[src/rtl/pipeline_seq_pkg.sv]
// Shared types for the pipeline sequencer: FSM state encoding, drain counter
// width and a saturating increment used by the optional performance counters.
package pipeline_seq_pkg;

  localparam int unsigned DRAIN_CNT_W = 4;

  typedef enum logic [1:0] {
    RUN,
    DRAIN,
    HALTED
  } pipe_seq_state_t;

  function automatic logic [31:0] sat_inc(input logic [31:0] v);
    return (v == '1) ? v : v + 32'd1;
  endfunction

endpackage

[src/rtl/pipeline_sequencer_load_use_detect.sv]
// Load-use hazard detection: a load in ID/EX whose destination feeds either
// source operand of the instruction in IF/ID. Register 0 never creates a hazard.
module load_use_detect (
  input  logic       memread_ID_EX,
  input  logic [4:0] Rt_ID_EX,
  input  logic [4:0] Rs_IF_ID,
  input  logic [4:0] Rt_IF_ID,
  output logic       load_use
);

  always_comb begin
    load_use = memread_ID_EX & (Rt_ID_EX != 5'd0) &
               ((Rt_ID_EX == Rs_IF_ID) | (Rt_ID_EX == Rt_IF_ID));
  end

endmodule

[src/rtl/pipeline_sequencer.sv]
// Pipeline hazard/halt sequencer: RUN/DRAIN/HALTED FSM with Mealy stage controls.
// Optional stall/flush performance counters are built when PIPE_PERF_EN is defined.
module pipeline_sequencer
  import pipeline_seq_pkg::*;
#(
  parameter int unsigned DRAIN_CYCLES = 2
) (
  input  logic        CLK,
  input  logic        RST,
  input  logic        ihit,
  input  logic        dhit,
  input  logic        dmemREN_EX_MEM,
  input  logic        dmemWEN_EX_MEM,
  input  logic        halt_EX_MEM,
  input  logic        branch_taken_EX,
  input  logic        memread_ID_EX,
  input  logic [4:0]  Rt_ID_EX,
  input  logic [4:0]  Rs_IF_ID,
  input  logic [4:0]  Rt_IF_ID,
  output logic        pc_en,
  output logic        imemREN,
  output logic        enable_IF_ID,
  output logic        enable_ID_EX,
  output logic        enable_EX_MEM,
  output logic        enable_MEM_WB,
  output logic        flush_IF_ID,
  output logic        flush_ID_EX,
  output logic        flush_EX_MEM,
  output logic        flush_MEM_WB,
  output logic        halt,
  output logic [31:0] stall_cnt,
  output logic [31:0] flush_cnt
);

  localparam logic [DRAIN_CNT_W-1:0] DRAIN_LOAD = DRAIN_CNT_W'(DRAIN_CYCLES - 1);

  pipe_seq_state_t        state;
  logic [DRAIN_CNT_W-1:0] drain_cnt;
  logic                   load_use;
  logic                   dmem_stall;
  logic                   halt_go;
  // Bit order for both vectors: [3]=IF_ID, [2]=ID_EX, [1]=EX_MEM, [0]=MEM_WB
  logic [3:0]             en;
  logic [3:0]             fl;

  load_use_detect u_load_use_detect (
    .memread_ID_EX (memread_ID_EX),
    .Rt_ID_EX      (Rt_ID_EX),
    .Rs_IF_ID      (Rs_IF_ID),
    .Rt_IF_ID      (Rt_IF_ID),
    .load_use      (load_use)
  );

  always_comb begin
    dmem_stall = (dmemREN_EX_MEM | dmemWEN_EX_MEM) & ~dhit;
    halt_go    = (state == RUN) & halt_EX_MEM & ~dmem_stall;
  end

  always_ff @(posedge CLK) begin
    if (RST) begin
      state     <= RUN;
      drain_cnt <= '0;
    end else begin
      case (state)
        RUN: begin
          if (halt_go) begin
            state     <= DRAIN;
            drain_cnt <= DRAIN_LOAD;
          end
        end
        DRAIN: begin
          if (drain_cnt == '0) state <= HALTED;
          else                 drain_cnt <= drain_cnt - 1'b1;
        end
        HALTED: state <= HALTED;
        default: begin
          state     <= RUN;
          drain_cnt <= '0;
        end
      endcase
    end
  end

  always_comb begin
    pc_en   = 1'b0;
    imemREN = 1'b0;
    en      = '0;
    fl      = '0;
    halt    = 1'b0;
    if (RST) begin
      fl = '1;
    end else begin
      case (state)
        RUN: begin
          imemREN = 1'b1;
          en      = '1;
          if (halt_go) begin
            fl = 4'b1110;
          end else if (dmem_stall) begin
            en = '0;
          end else if (branch_taken_EX) begin
            pc_en = 1'b1;
            fl    = 4'b1100;
          end else if (load_use) begin
            en = 4'b0111;
            fl = 4'b0100;
          end else if (!ihit) begin
            fl = 4'b1000;
          end else begin
            pc_en = 1'b1;
          end
        end
        DRAIN: begin
          en = 4'b0001;
          fl = 4'b1110;
        end
        HALTED: halt = 1'b1;
        default: ;
      endcase
    end
  end

  always_comb begin
    {enable_IF_ID, enable_ID_EX, enable_EX_MEM, enable_MEM_WB} = en;
    {flush_IF_ID, flush_ID_EX, flush_EX_MEM, flush_MEM_WB}     = fl;
  end

`ifdef PIPE_PERF_EN
  logic        stall_evt;
  logic        flush_evt;
  logic [31:0] stall_q;
  logic [31:0] flush_q;

  always_comb begin
    stall_evt = ~RST & (state == RUN) & ~pc_en;
    flush_evt = ~RST & (state == RUN) & ~halt_go & ~dmem_stall & branch_taken_EX;
  end

  always_ff @(posedge CLK) begin
    if (RST) begin
      stall_q <= '0;
      flush_q <= '0;
    end else begin
      if (stall_evt) stall_q <= sat_inc(stall_q);
      if (flush_evt) flush_q <= sat_inc(flush_q);
    end
  end

  assign stall_cnt = stall_q;
  assign flush_cnt = flush_q;
`else
  assign stall_cnt = '0;
  assign flush_cnt = '0;
`endif

endmodule

[config.mk]
export PLATFORM = sky130hd
export DESIGN_NAME = pipeline_sequencer
export DESIGN_NICKNAME = d
export VERILOG_FILES = /design/src/rtl/pipeline_seq_pkg.sv /design/src/rtl/pipeline_sequencer_load_use_detect.sv /design/src/rtl/pipeline_sequencer.sv
export SDC_FILE = /design/constraint.sdc
export NUM_CORES = 1
export LEC_CHECK = 0
export ABC_AREA = 0
export BUFFER_PORTS_ARGS = -buffer_cell sky130_fd_sc_hd__buf_2
export CAP_MARGIN = 20
export CELL_PAD_IN_SITES_DETAIL_PLACEMENT = 1
export CELL_PAD_IN_SITES_GLOBAL_PLACEMENT = 1
export CORE_ASPECT_RATIO = 1.5
export CORE_MARGIN = 2
export CORE_UTILIZATION = 26
export CTS_CLUSTER_SIZE = 12
export DETAILED_ROUTE_END_ITERATION = 6
export PLACE_DENSITY = 0.87
export SETUP_SLACK_MARGIN = 0.1
export SKIP_CTS_REPAIR_TIMING = 1
export SYNTH_ARGS = -nofsm -noshare
export SYNTH_HDL_FRONTEND = slang
export SYNTH_HIERARCHICAL = 1
export SYNTH_SLANG_ARGS = --single-unit
[constraint.sdc]
create_clock -name CLK -period 4 [get_ports CLK]
set_input_delay 0.4 -clock CLK [delete_from_list [all_inputs] [get_ports CLK]]
set_output_delay 0.4 -clock CLK [all_outputs]
set_load 0.005 [all_outputs]
==> results.json <==
{
  "run_status": "complete, no violations",
  "cts_sinks": 6,
  "grt_max_degree": 14,
  "io_pins": 99,
  "cp-start-kind": "input pin",
  "coreArea_um2": 4170,
  "nNetsFinal": 212,
  "period_share_pct": 54.0,
  "nFillCells": 548,
  "maxCapViolations": 0,
  "vias": 918,
  "routedWlPerCell_um": 11.0,
  "ir_worst_vdd_mv": 0.160,
  "finish.utilization_pct": 26.9,
  "synth_area_leader_cell": "buf_4",
  "power_w": 0.000316,
  "clock.fmax_mhz": 463,
  "grt_setup_unrepaired": "false",
  "track_usage_pct": 9.54,
  "grt_pass1_wl_mm": 3.69,
  "gp_congestion": 0.707,
  "ant_nets": 0,
  "fin_worst_skew_ps": 4.09,
  "power_density_nw_per_um2": 281,
  "grt_pass1_vias": 808,
  "slew_viol_final": 0,
  "cp_data_arrival_time_ps": 1760,
  "viasPerCell": 4.04,
  "netlist_area_um2": 1120,
  "hold_end": "drain_cnt[1]$_SDFFE_PP0P_",
  "num_antenna_cells": 0,
  "synth.top_cell.area_share_pct": 44.3,
  "io_buffers": 34,
  "hold_start": "drain_cnt[1]$_SDFFE_PP0P_",
  "setup_viol": 0,
  "grt_overflow": 0,
  "first_pass_iters": 4,
  "cts_tree": "yes",
  "path_max_fanout": 3,
  "synthCells": 148,
  "required_ps": 3600,
  "drc": 0,
  "drt_first_iter_violations": 41,
  "synthToLayoutAreaGrowth_pct": 0.560,
  "clk_pin_slew_ps": 40,
  "r2r_end": "drain_cnt[1]$_SDFFE_PP0P_",
  "yosys_warnings": 6,
  "cts-root-buf": "clkbuf_8",
  "die_area_um2": 4850,
  "final_common_cell": "conb_1",
  "die_y_um": 84.3,
  "numCtsBuffers": 3,
  "path_class": "input pin to primary output",
  "p_leak_nw": 0.590,
  "final_cell_mix": "conb_1 (64), buf_2 (34), a21oi_1 (7)",
  "synthTopCellsByArea": "buf_4 (44%), dfxtp_1 (11%), ha_1 (5.6%)",
  "drive_gt1_share_pct": 23.2,
  "htree_num_levels": 1,
  "synthDistinctLibCells": 34,
  "cts_max_path_buffers": 2,
  "r2r-start": "state[0]$_SDFFE_PP0P_",
  "yosysSeqAreaShare_pct": 10.8,
  "critPathCaptureType": "primary output",
  "finalHoldViolations": 0,
  "die_width_um": 57.5,
  "num_rows": 29,
  "final.setup.tns_ps": 0,
  "post-route-min-period_ps": 2160,
  "worstRegToRegCells": 6,
  "initial_core_util_pct": 26.8,
  "syn_avg_cell_area_um2": 7.55,
  "ys_ff_latch": 6,
  "hold_class": "register to register",
  "holdPathStages": 2,
  "dp_hpwl_mm": 2.18,
  "clkLatencyLatePin_ps": 230,
  "regArea_um2": 120,
  "multi_input_area_um2": 712,
  "grt_antenna_before_repair": 0,
  "wl_mm": 2.50,
  "r2r_slack_ps": 2120
}
-- area by class of cell --
cell class                 count  share of cell area [%]
multi-input combinational    132                    63.4
inverter                       6                    2.00
clock buffer                   3                    3.67
timing repair buffer          34                    15.1
sequential                     6                    10.7
tap                           46                    5.12
-- critical path: stages --
cell and delay (ps):
buf_2 120, or4_1 510, o21ai_1 140, a21oi_1 80, inv_1 80, a21oi_1 60, nor4_1 200, buf_2 170
-- cells by family (layout without fill, tap and decap cells) --
kind of cell	count (synthesis)	count (layout)	share of synthesized area, %
fa+ha+maj	5	5	5.60
buf+inv	73	43	46.7
mux	1	1	0.896
other cells	1	64	0.336
xor+xnor	10	10	7.84
compound gates	22	22	12.4
simple gates	30	30	15.5
flops	6	6	10.8
-- metrics by stage --
stage	hold WS, ps	area (um2)	setup WS [ps]	std cells
after floorplan	454	1350	2170	211
after global placement	470	1080	1910	224
after detailed placement	493	1080	1840	224
after CTS	502	1120	1830	227
after global routing	530	1120	1760	227
final	502	1120	1840	227
-- metal layers --
layer	track usage, %	vias up	wire length [um]
met2	18.3	69	1370
met3	1.54	3	290
met4	3.59	0	28
li1	-	426	-
met5	0	-	0
met1	9.93	420	806
-- cells in the mapped netlist --
cell and instances:
o21bai_1 1, and4bb_2 1, o21ai_1 1, a211oi_1 1
and2_1 1, clkbuf_1 1, nor2_1 6, a21oi_1 7
conb_1 1, o31ai_1 1, nand2_1 3, or2_2 1
o31a_2 1, xor2_1 6, nor4_1 1, buf_4 66
nor3_1 5, xnor2_1 4, nor2b_1 2, ha_1 5
or4_1 1, a21boi_0 1, nand4b_1 2, dfxtp_1 6
mux2i_1 1, or3b_1 1, or3_1 2, or3b_2 1
nand3_1 3, a21oi_2 1, o21ai_0 5, inv_1 6
a211o_1 2, a22oi_1 1
-- worst max-delay path by stage --
stage          slack [ps]      endpoint  depth (start not counted)   startpoint
3_5_place_dp         1840         pc_en                          8  Rt_ID_EX[1]
2_1_floorplan        2170         pc_en                          6  Rt_ID_EX[1]
5_1_grt              1760  enable_IF_ID                          8  Rt_ID_EX[3]
6_report             1840         pc_en                          8  Rt_ID_EX[1]
3_3_place_gp         1910  enable_IF_ID                          8  Rt_ID_EX[0]
4_1_cts              1830         pc_en                          8  Rt_ID_EX[1]
-- power by group --
part / leakage, nW / switching, W / internal [W]
sequential: 0.0490 / 0.00000648 / 0.0000676
combinational: 0.519 / 0.0000854 / 0.0000589
clock: 0.0216 / 0.0000326 / 0.0000652
-- sequential cells by signal, indices dropped and copies added, names as in the netlist --
name	count
drain_cnt	4
state	2
No activity file was read; power rests on OpenSTA's default activity.
